File: src/rtl/motor_pwm_pkg.sv
// motor_pwm_pkg: shared definitions for the motor PWM path.
//   - hb_state_t   : H-bridge FSM state encoding (2 bits)
//   - DEFAULT_*    : PWM period, duty clamp and dead time, shared with the
//                    controllers' clamp limits
//   - clamp_duty   : saturate a signed command to +/-limit
//   - dir_of       : map a signed duty to its drive direction state
package motor_pwm_pkg;

    localparam int unsigned DEFAULT_PERIOD      = 4000;  // 25 kHz at 100 MHz
    localparam int unsigned DEFAULT_MAX_DUTY    = 4000;
    localparam int unsigned DEFAULT_DEAD_CYCLES = 100;   // 1 us

    typedef enum logic [1:0] {
        S_ZERO = 2'd0,
        S_FWD  = 2'd1,
        S_REV  = 2'd2,
        S_DEAD = 2'd3
    } hb_state_t;

    // -32768 has no positive twin, so it simply lands on -lim like any
    // other out-of-range negative command.
    function automatic logic signed [15:0] clamp_duty(input logic signed [15:0] cmd,
                                                      input logic signed [15:0] lim);
        if (cmd > lim)
            return lim;
        else if (cmd < -lim)
            return -lim;
        else
            return cmd;
    endfunction

    function automatic hb_state_t dir_of(input logic signed [15:0] duty);
        if (duty == '0)
            return S_ZERO;
        else if (duty[15])
            return S_REV;
        else
            return S_FWD;
    endfunction

endpackage

File: src/rtl/pwm_period_timer.sv
// pwm_period_timer: free-running PWM period counter.
//   clk, reset_n  : system clock, asynchronous active-low reset
//   cnt           : 0..PERIOD-1, wraps to 0
//   load_strobe   : combinational, high while cnt == PERIOD-1 (shadow load)
//   period_start  : registered pulse aligned with the first registered
//                   output cycle of each period (two cycles after the strobe)
module pwm_period_timer
    import motor_pwm_pkg::*;
#(
    parameter int unsigned PERIOD = DEFAULT_PERIOD
) (
    input  logic                        clk,
    input  logic                        reset_n,
    output logic [$clog2(PERIOD)-1:0]   cnt,
    output logic                        load_strobe,
    output logic                        period_start
);

    localparam int unsigned   CW   = $clog2(PERIOD);
    localparam logic [CW-1:0] LAST = CW'(PERIOD - 1);

    logic wrap_q;

    assign load_strobe = (cnt == LAST);

    // Outputs lag the cnt compare by one cycle, so the period marker is
    // delayed once more past the wrap to line up with pwm_in1/pwm_in2.
    always_ff @(posedge clk or negedge reset_n) begin
        if (!reset_n) begin
            cnt          <= '0;
            wrap_q       <= 1'b0;
            period_start <= 1'b0;
        end else begin
            cnt          <= load_strobe ? '0 : cnt + CW'(1);
            wrap_q       <= load_strobe;
            period_start <= wrap_q;
        end
    end

endmodule

File: src/rtl/hbridge_pwm_driver.sv
// hbridge_pwm_driver: signed motor command -> IN1/IN2 H-bridge PWM pair.
//   clk, reset_n   : 100 MHz system clock, asynchronous active-low reset
//   enable         : low forces outputs off, FSM to S_ZERO, clears fault latch
//   fault_n        : active-low driver fault (already synchronised)
//   duty_cmd       : signed command, sampled only at the period boundary
//   pwm_in1/in2    : registered forward/reverse drive outputs
//   period_start   : pulse on the first output cycle of each period
//   duty_applied   : clamped duty in effect for the current period
//   fault_latched  : sticky fault flag
// Build option HBRIDGE_PWM_BRAKE_EN: S_ZERO drives 1/1 (slow-decay brake)
// and entry/exit of S_ZERO passes through S_DEAD; otherwise S_ZERO coasts
// (0/0) and ZERO transitions are direct.
module hbridge_pwm_driver
    import motor_pwm_pkg::*;
#(
    parameter int unsigned PERIOD      = DEFAULT_PERIOD,
    parameter int unsigned MAX_DUTY    = DEFAULT_MAX_DUTY,
    parameter int unsigned DEAD_CYCLES = DEFAULT_DEAD_CYCLES
) (
    input  logic               clk,
    input  logic               reset_n,
    input  logic               enable,
    input  logic               fault_n,
    input  logic signed [15:0] duty_cmd,
    output logic               pwm_in1,
    output logic               pwm_in2,
    output logic               period_start,
    output logic signed [15:0] duty_applied,
    output logic               fault_latched
);

    localparam int unsigned      CW        = $clog2(PERIOD);
    localparam logic signed [15:0] DUTY_LIM = 16'(MAX_DUTY);
    localparam logic [CW-1:0]    DEAD_LAST = CW'(DEAD_CYCLES - 1);

`ifdef HBRIDGE_PWM_BRAKE_EN
    localparam logic BRAKE = 1'b1;
`else
    localparam logic BRAKE = 1'b0;
`endif

    logic [CW-1:0]      cnt;
    logic               load_strobe;
    hb_state_t          state, state_nxt, tgt;
    logic signed [15:0] duty_clamped, duty_nxt;
    logic [15:0]        mag;
    logic               active, kill;
    logic               in1_nxt, in2_nxt;

    pwm_period_timer #(.PERIOD(PERIOD)) u_timer (
        .clk          (clk),
        .reset_n      (reset_n),
        .cnt          (cnt),
        .load_strobe  (load_strobe),
        .period_start (period_start)
    );

    // fault_n is folded in directly so the outputs drop on the very next
    // edge, before the latch itself has updated.
    assign kill   = !enable || fault_latched || !fault_n;
    assign mag    = duty_applied[15] ? 16'(-duty_applied) : 16'(duty_applied);
    assign active = 16'(cnt) < mag;

    always_comb begin
        duty_clamped = clamp_duty(duty_cmd, DUTY_LIM);
        tgt          = dir_of(duty_clamped);
        state_nxt    = state;
        duty_nxt     = duty_applied;
        if (kill) begin
            state_nxt = S_ZERO;
            duty_nxt  = '0;
        end else if (load_strobe) begin
            duty_nxt = duty_clamped;
            if (state != S_DEAD && tgt != state) begin
                // FWD<->REV always needs dead time; a move touching S_ZERO
                // needs it only when S_ZERO actively brakes.
                if (BRAKE || (state != S_ZERO && tgt != S_ZERO))
                    state_nxt = S_DEAD;
                else
                    state_nxt = tgt;
            end
        end else if (state == S_DEAD && cnt == DEAD_LAST) begin
            state_nxt = dir_of(duty_applied);
        end
    end

    always_comb begin
        in1_nxt = 1'b0;
        in2_nxt = 1'b0;
        if (!kill) begin
            case (state)
                S_FWD:   in1_nxt = active;
                S_REV:   in2_nxt = active;
                S_ZERO: begin
                    in1_nxt = BRAKE;
                    in2_nxt = BRAKE;
                end
                default: ;
            endcase
        end
    end

    always_ff @(posedge clk or negedge reset_n) begin
        if (!reset_n) begin
            state         <= S_ZERO;
            duty_applied  <= '0;
            pwm_in1       <= 1'b0;
            pwm_in2       <= 1'b0;
            fault_latched <= 1'b0;
        end else begin
            state        <= state_nxt;
            duty_applied <= duty_nxt;
            pwm_in1      <= in1_nxt;
            pwm_in2      <= in2_nxt;
            if (!enable)
                fault_latched <= 1'b0;
            else if (!fault_n)
                fault_latched <= 1'b1;
        end
    end

endmodule

File: config.mk
export PLATFORM = sky130hd
export DESIGN_NAME = hbridge_pwm_driver
export DESIGN_NICKNAME = d
export VERILOG_FILES = /design/src/rtl/motor_pwm_pkg.sv /design/src/rtl/pwm_period_timer.sv /design/src/rtl/hbridge_pwm_driver.sv
export SDC_FILE = /design/constraint.sdc
export NUM_CORES = 1
export LEC_CHECK = 0
export CAP_MARGIN = 5
export CORE_UTILIZATION = 35
export DETAILED_ROUTE_END_ITERATION = 10
export MAX_ROUTING_LAYER = met4
export SETUP_SLACK_MARGIN = 0.5
export SYNTH_ARGS = -nofsm -noshare
export SYNTH_HDL_FRONTEND = slang
export SYNTH_HIERARCHICAL = 1
export SYNTH_SLANG_ARGS = --single-unit
export TNS_END_PERCENT = 30
File: constraint.sdc
create_clock -name clk -period 3.7 [get_ports clk]
set_clock_uncertainty 0.15 [all_clocks]
set_input_delay 0.74 -clock clk [delete_from_list [all_inputs] [get_ports clk]]
set_output_delay 0.74 -clock clk [all_outputs]
set_load 0.1 [all_outputs]
* After elaboration in Yosys (flattened, before gate mapping)
Cells that the tools add are included.
Storage, ports and cells: register bits after elaboration 35, output and inout port bits 20, input port bits 20
Operators by class: add/sub/neg operators 2, $lt $le $gt $ge 3, muxes and demuxes 21, eq/ne operators 9, reductions and logical operators 14
Operators by type and width (count):
- 2-to-1 mux 16 bit | 5
- logical NOT 16 bit | 2
- 2-to-1 mux 2 bit | 9
- greater-than comparator 16 x 13 -> 1 bit (second input constant) | 1
- less-than comparator 12 x 16 -> 1 bit | 1
- less-than comparator 16 x 13 -> 1 bit (second input constant) | 1
- negator 16 bit | 1
- adder 12 x 1 -> 12 bit (second input constant) | 1
- equality test 12 bit (second input constant) | 1
- equality test 12 x 7 -> 1 bit (second input constant) | 1
- 2-to-1 mux 12 bit | 1
- 2-to-1 mux 1 bit | 6
- nonzero test 2 bit | 3
- equality test 2 bit (second input constant) | 2
- inequality test 2 bit (second input constant) | 2
- logical AND 1 bit | 3
- inequality test 3 bit (second input constant) | 1
- nonzero test 3 bit | 1
- equality test 2 x 1 -> 1 bit (second input constant) | 1
- logical NOT 1 bit | 2
- logical OR 1 bit | 2
- inequality test 2 bit | 1
- AND reduction 2 bit | 1

* Depth between registers and ports, before layout
Gate-level depths: netlist (run 1).
depth in word-level cells 11, depth in mapped cells 12, gate-level depth less buffers 12

* By module
The synthesis (run 1) kept the hierarchy.
By module, submodules not included:
- hbridge_pwm_driver | instances 1, sequential area each 525.5 µm², cells an instance 198, area an instance 1747.9 µm²
- pwm_period_timer | instances 1, sequential area each 350.3 µm², cells an instance 57, area an instance 626.9 µm²

* Least setup slack after synthesis (run 1)
Ideal clock, no wire load.
path type reg2reg, start point register duty_applied[3], end point register pwm_in2, arrival 3.372 ns, setup slack 0.111 ns, setup time 0.067 ns, period minus slack after synthesis 3.589 ns, cell stages (with the launch flop) 11, buffers on the path 0, path through dfrtp_1 > or4_4 > or3_4 > o31ai_1 > xor2_1 > ha_1 > nand4_1 > a211oi_1 > a221o_1 > a41oi_1 > and3b_1
On the way: word-level cells in the longest chain between the ends 5
Ends and longest elaborated chain:
- start, declared | line hbridge_pwm_driver.sv:28 | output logic signed [15:0] duty_applied,
- start signal, assigned | line hbridge_pwm_driver.sv:112 | duty_applied <= duty_nxt;
- negator 16 bit | line hbridge_pwm_driver.sv:61 | assign mag = duty_applied[15] ? 16'(-duty_applied) : 16'(duty_applied);
- 2-to-1 mux 16 bit * | line hbridge_pwm_driver.sv:61
- less-than comparator 12 x 16 -> 1 bit * | line hbridge_pwm_driver.sv:62 | assign active = 16'(cnt) < mag;
- 2-to-1 mux 1 bit * | line hbridge_pwm_driver.sv:91 | case (state)
- 2-to-1 mux 1 bit * | line hbridge_pwm_driver.sv:90 | if (!kill) begin
- via in2_nxt | line hbridge_pwm_driver.sv:48 | logic in1_nxt, in2_nxt;
- end signal, assigned | line hbridge_pwm_driver.sv:114 | pwm_in2 <= in2_nxt;
- end, declared | line hbridge_pwm_driver.sv:26 | output logic pwm_in2,
The timed path passes the listed nets; every way through them passes the cells marked *. A chain may end at the register's enable or synchronous reset.

* Final worst setup path (run 1)
start point register duty_applied[4], end point register pwm_in2
Same word-level chain as after synthesis.

==> results of run 1 <==
## flip-flops by register name (all words and copies together) (netlist names)
name / cells
u_timer/wrap_q: 1
pwm_in2: 1
fault_latched: 1
u_timer/cnt: 12
duty_applied: 16
pwm_in1: 1
u_timer/period_start: 1
state: 2
## cells by family after synthesis
logic type	count (synthesis)	synth area share, %
xor gates and xnor gates	15	5.53
adders and majority gates	14	7.38
buffers and inverters	20	3.37
muxes	2	0.843
AOI/OAI and AO/OA	68	20.3
and+or+nand+nor	101	25.7
DFF	35	36.9
## layout make-up
type | count | share of cell area (%)
inverters | 9 | 1.08
multi-input cells | 200 | 48.4
repair buffers | 55 | 15.3
clock inverters | 2 | 1.12
flip-flops and latches | 35 | 28.5
well taps | 77 | 3.07
clock buffers | 6 | 2.63
## final timing paths
check,startpoint,endpoint,slack (ps),depth (start not counted)
setup reg to reg,duty_applied[4],pwm_in2,560,10
setup / recovery,duty_applied[4],pwm_in2,560,10
min in group asynchronous,reset_n,duty_applied[9],730,2
max in group asynchronous,reset_n,duty_applied[4],2320,2
hold / removal,u_timer/wrap_q,u_timer/period_start,200,0
hold reg to reg,u_timer/wrap_q,u_timer/period_start,200,0
## timing repair
item                                    4_1_cts  5_1_grt
buffers inserted                              5        1
endpoints found under the hold margin         0        0
endpoints found under the setup margin        4        4
pin swaps                                    14       10
gates resized for setup                      15        6
## stage by stage
step	setup slack [ps]	hold slack [ps]	utilization [%]	power (mW)	cell area, um2
2_1_floorplan	467	181	-	0.425	2430
3_3_place_gp	84.2	183	45.2	0.471	2920
3_5_place_dp	-5.80	186	45.2	0.471	2920
4_1_cts	496	202	48.3	0.833	3120
5_1_grt	462	207	48.6	0.856	3140
6_report	559	201	48.6	0.820	3140
## power by group through the flow
stage / clock, mW / sequential (mW) / combinational (mW)
2_1_floorplan: 0 / 0.397 / 0.0280
3_3_place_gp: 0 / 0.393 / 0.0772
3_5_place_dp: 0 / 0.393 / 0.0779
4_1_cts: 0.366 / 0.386 / 0.0816
5_1_grt: 0.381 / 0.386 / 0.0882
6_report: 0.353 / 0.386 / 0.0802
## layer usage
layer / track usage [%] / share of wire (%)
met5: - / 0
met4: 5.24 / 1.1
met3: 3.05 / 3.2
met2: 31.4 / 51
met1: 23.1 / 45
## worst register-to-register path, cell delays in order, from the launching register on
cell      delay, ps
dfrtp_4         480
or4_4           540
or3_4           370
o31ai_4         230
xor2_1          190
ha_1            270
nand4_1         110
a211oi_2         50
a221o_1         360
a41oi_2         150
and3b_1         180
## layout by cell type, fill, tap and decap left out, types with 10 or more instances in the layout
| cell | n |
|---|---|
| nand3_1 | 12 |
| a21oi_1 | 16 |
| nand2b_1 | 10 |
| nand2_1 | 14 |
| buf_4 | 24 |
| xor2_1 | 12 |
| nor2_1 | 18 |
| ha_1 | 13 |
| dfrtp_1 | 26 |
| clkdlybuf4s50_1 | 27 |
==> flow_summary_export.csv, run 1 <==
group,metric,value,unit
yosys,ys_ff_latch,35,
critical_path,path_buf_inv,0,
routing,wl_per_cell,15.5,um
power,swShare,22.3,%
timing,tns,0,ps
job,drv_cap,0,
cells_and_area,multi_input_area,0.00152,mm2
yosys,syn-instance-count,255,
critical_path,cp_data_required_time,3770,ps
power,irDropWorstVdd,0.107,mV
routing,drc_errors,1,
yosys,synth.most_common_cell,"dfrtp_1",
power,powerDensity,261,mW/mm2
die,die_h,84.4,um
power,p_leak,1.27,nW
critical_path,cp-start-kind,"register",
timing,fmax,318,MHz
routing,routed_wl,5960,um
timing,hold_viol,0,
routing,postRouteAntennaNets,0,
yosys,synth.cell_area,0.00237,mm2
timing,worst_pin_slew,971,ps
cts,cts_sinks,35,
timing,final_max_slew_viol_count,0,
placed_design,hpwl,4460,um
placed_design,place_inst,370,
routing,drtPass1Iterations,7,
die,die_w,84.4,um
power,p_comb_share,9.8,%
global_routing,antenna_found_initial,0,
power,p_int,0.637,mW
yosys,ys_types,57,
status,violations,"design-rule violations",
critical_path,path_max_fanout,3,
cts,cts.clk_slew.worst_paths,70,ps
critical_path,critPathTopFamily,"simple AND/OR/NAND/NOR gates",
yosys,synth_edf_count,0,
global_routing,grt_pass1_vias,2111,
routing,num_vias,2169,
placed_design,routabilityCongestion,0.816,
timing,period_share,84.9,%
yosys,synth.area.top_cells,"dfrtp_1 (37%), ha_1 (7.4%), xor2_1 (4.8%)",
status,outcome,"complete, but fails checks",
timing,relSlewSlack,35.0,%
die,initial_core_util,36.8,%
global_routing,grt_overflow,0,
power,p_clk_share,43.1,%
die,row_count,29,
yosys,async_flop_share,100,%
timing,rsz0062_at_grt,"true",
global_routing,grt_max_degree,36,
yosys,synth_ff_type,"dfrtp_1",
cells_and_area,regArea,895,um2
cts,root_buffer,"clkbuf_8",
placed_design,port-buffer-count,39,
cells_and_area,finalNonFillerCells,384,
cts,cts_hold_buf,0,
min_path,hp-class,"register to register",
cells_and_area,diodes,0,
global_routing,grt_pass1_wl,10300,um
cts,clockBufferDepth,2,
die,num_io_pins,40,
routing,drt_iter0_drc,119,
yosys,synth_seq_area_share,36.9,%
die,die_area,0.00712,mm2
critical_path,max_stage_delay,540,ps
cells_and_area,layout-drive-gt1-share,22.5,%
cells_and_area,nFillCells,654,
routing,viasPerCell,5.65,
cts,htree_levels,2,
yosys,synth_top_area_cell,"dfrtp_1",
cells_and_area,area_growth,32.2,%
die,coreArea,0.00646,mm2
cts,cts_tree,"yes",
yosys,syn-num-nets,289,
cts,clk_latency,280,ps
critical_path,worst_setup_path_end_kind,"register",
critical_path,path_cells,"or4_4 > or3_4 > o31ai_4 > xor2_1 > ha_1 > nand4_1 > a211oi_2 > a221o_1 > a41oi_2 > and3b_1",
global_routing,grt_usage,18.6,%
critical_path,critPathArrivalTime,3210,ps
cells_and_area,nets,340,
power,p_seq_share,47.1,%
timing,fin_crit,3140,ps
critical_path,worst-setup-path-type,"register to register",
power,power_switching,0.183,mW
timing,finalSetupViolations,0,
yosys,netlist.area_leader.share,36.9,%
yosys,synthTopCellsByCount,"dfrtp_1 (35), nor2_1 (20), a21oi_1 (16), nand2_1 (15), ha_1 (14)",
critical_path,slowest_stage,"or4_4",
yosys,synth.yosys.warnings,6,
yosys,syn_area_per_cell,9.31,um2
cts,numCtsBuffers,5,
Power figures use the tool's default switching activity.
==> inputs of run 2 (changes only) <==
Clock period 3.7 ns to 3.2 ns, I/O delays scaled along.
==> run 2 against run 1 <==
Effect of this change:
- non-clock buffer count up 16
- utilization up 1.8 points
- flip-flop and latch count unchanged
- count of clock-buffer cells in the layout up 1
- register-to-register slack worse by 420 ps
- critical endpoint is now pwm_in1
- final cell count up 4.2%
- via count up 2.6%
- largest cell class unchanged
- the run now ends clean
- critical path depth unchanged
- global-route usage up 2.0 points
- worst setup slack worse by 420 ps
==> flow_summary_export.csv, run 2 (same netlist as run 1, synthesis figures left out) <==
group,metric,value,unit
status,outcome,"finished clean",
placed_design,port-buffer-count,39,
cells_and_area,reg.largest.list,"duty_applied (16), u_timer/cnt (12), state (2)",
min_path,hp-class,"register to register",
power,irDropWorstVdd,0.132,mV
die,die_w,84.4,um
cells_and_area,multi_input_area,0.00156,mm2
power,p_comb_share,12.6,%
timing,period_share,95.7,%
power,p_leak,1.39,nW
cells_and_area,nFillCells,632,
timing,hold_viol,0,
cells_and_area,diodes,0,
cts,cts_tree,"yes",
die,row_count,29,
cells_and_area,mostFrequentLayoutCell,"buf_4",
cells_and_area,layout-drive-gt1-share,31.6,%
cells_and_area,max_flop_register,"duty_applied",
routing,drt_iter0_drc,74,
cells_and_area,stdcell_area,0.00326,mm2
power,power_switching,0.211,mW
power,p_seq_share,52.0,%
timing,rsz0062_at_grt,"true",
critical_path,worst-setup-path-type,"register to register",
cells_and_area,mostFrequentLayoutCells,"buf_4 (50), dfrtp_1 (26), nor2_1 (18)",
power,p_clk_share,35.4,%
cts,root_buffer,"clkbuf_8",
global_routing,grt_max_degree,36,
cts,clockBufferDepth,2,
cts,htree_levels,2,
routing,postRouteAntennaNets,0,
min_path,hp-start,"u_timer/wrap_q",
die,coreArea,0.00646,mm2
critical_path,critPathArrivalTime,3140,ps
critical_path,max_stage_delay,520,ps
min_path,holdPathEnd,"u_timer/period_start",
critical_path,r2r-start,"duty_applied[4]",
job,drv_cap,0,
global_routing,antenna_found_initial,0,
power,p_int,0.649,mW
critical_path,worst_setup_path_end_kind,"register",
die,num_io_pins,40,
min_path,hold_depth,0,
critical_path,worstReg2RegEnd,"pwm_in1",
timing,fin_crit,3060,ps
placed_design,routabilityCongestion,0.833,
global_routing,grt_usage,20.5,%
critical_path,cp_data_required_time,3270,ps
routing,viasPerCell,5.56,
cells_and_area,largest_reg_flops,16,
critical_path,cp-start-kind,"register",
cts,clk_latency,290,ps
cells_and_area,nets,356,
global_routing,grt_overflow,0,
die,die_area,0.00712,mm2
cts,cts.clk_slew.worst_paths,70,ps
routing,routed_wl,6390,um
power,p_total,0.860,mW
global_routing,grt_pass1_wl,11100,um
timing,final_max_slew_viol_count,0,
power,powerDensity,264,mW/mm2
cells_and_area,regArea,895,um2
critical_path,path_max_fanout,3,
timing,finalSetupViolations,0,
cts,numCtsBuffers,5,
routing,num_vias,2225,
die,die_h,84.4,um
placed_design,place_area,0.00302,mm2
routing,wl_per_cell,16.0,um
global_routing,grt_pass1_vias,2247,
timing,fmax,326,MHz
critical_path,r2r_cells,10,
power,swShare,24.6,%
timing,worst_pin_slew,729,ps
cells_and_area,area_growth,37.2,%
routing,drtPass1Iterations,5,
routing,drc_errors,0,
critical_path,slowest_stage,"or4_4",
critical_path,path_cells,"or4_4 > or3_4 > o31ai_4 > xor2_1 > ha_1 > nand4_1 > a211oi_2 > a221o_1 > a41oi_2 > and3b_1",
timing,relSlewSlack,50.2,%
placed_design,hpwl,4800,um
critical_path,r2r_setup_slack,140,ps
cts,cts_sinks,35,
die,initial_core_util,36.8,%
-- run 2: worst max-delay path by stage --
stage	from	endpoint	slack (ps)	cells after the start
floorplan	duty_applied[6]	pwm_in2	20	10
global placement	duty_cmd[11]	state[1]	-330	11
detailed placement	duty_cmd[11]	state[1]	-380	11
CTS	duty_applied[4]	pwm_in1	30	10
global route	duty_applied[4]	pwm_in1	-9	10
finish	duty_applied[4]	pwm_in1	140	10
-- run 2: per-layer routing --
layer / vias up / share of wire, % / global-route usage, %
li1: 1094 / - / -
met1: 1068 / 45 / 25.4
met2: 52 / 51 / 33.8
met3: 11 / 3.0 / 3.15
met4: 0 / 1.9 / 8.17
met5: - / 0 / -
-- run 2: worst max-delay path: cells and delay by family, from the launching register on --
family | cells | cell delay, ps
xor gates and xnor gates | 1 | 170
DFF | 1 | 470
adders and majority gates | 1 | 270
and+or+nand+nor | 4 | 1180
AOI/OAI and AO/OA | 4 | 740
-- run 2: timing repair --
item / 4_1_cts / 5_1_grt
setup endpoints to repair: 9 / 13
resized for setup: 28 / 16
setup buffers: 4 / 0
hold buffers: 0 / 0
pin swaps: 17 / 17
-- run 2: final cells by class --
type	count	area share [%]
inverter	9	1.04
sequential	35	27.4
tap	77	2.96
timing repair buffer	71	18.3
multi-input combinational	200	47.8
clock buffer	7	2.34
clock inverter	1	0.154
-- run 2: metrics by stage --
stage | setup TNS [ps] | instances | setup WS (ps) | hold WS (ps) | util (%)
3_5_place_dp | -743 | 388 | -383 | 186 | 46.8
2_1_floorplan | 0 | 255 | 18.4 | 181 | -
6_report | 0 | 400 | 136 | 198 | 50.5
4_1_cts | 0 | 400 | 33.5 | 202 | 49.4
3_3_place_gp | -646 | 388 | -327 | 182 | 46.8
5_1_grt | -10.5 | 400 | -8.72 | 220 | 50.5
-- run 2: power groups by stage --
stage / Clock [mW] / Sequential (mW) / Combinational (mW)
6_report: 0.304 / 0.447 / 0.108
5_1_grt: 0.341 / 0.447 / 0.117
4_1_cts: 0.314 / 0.447 / 0.105
3_5_place_dp: 0 / 0.455 / 0.0997
3_3_place_gp: 0 / 0.455 / 0.0990
2_1_floorplan: 0 / 0.459 / 0.0321
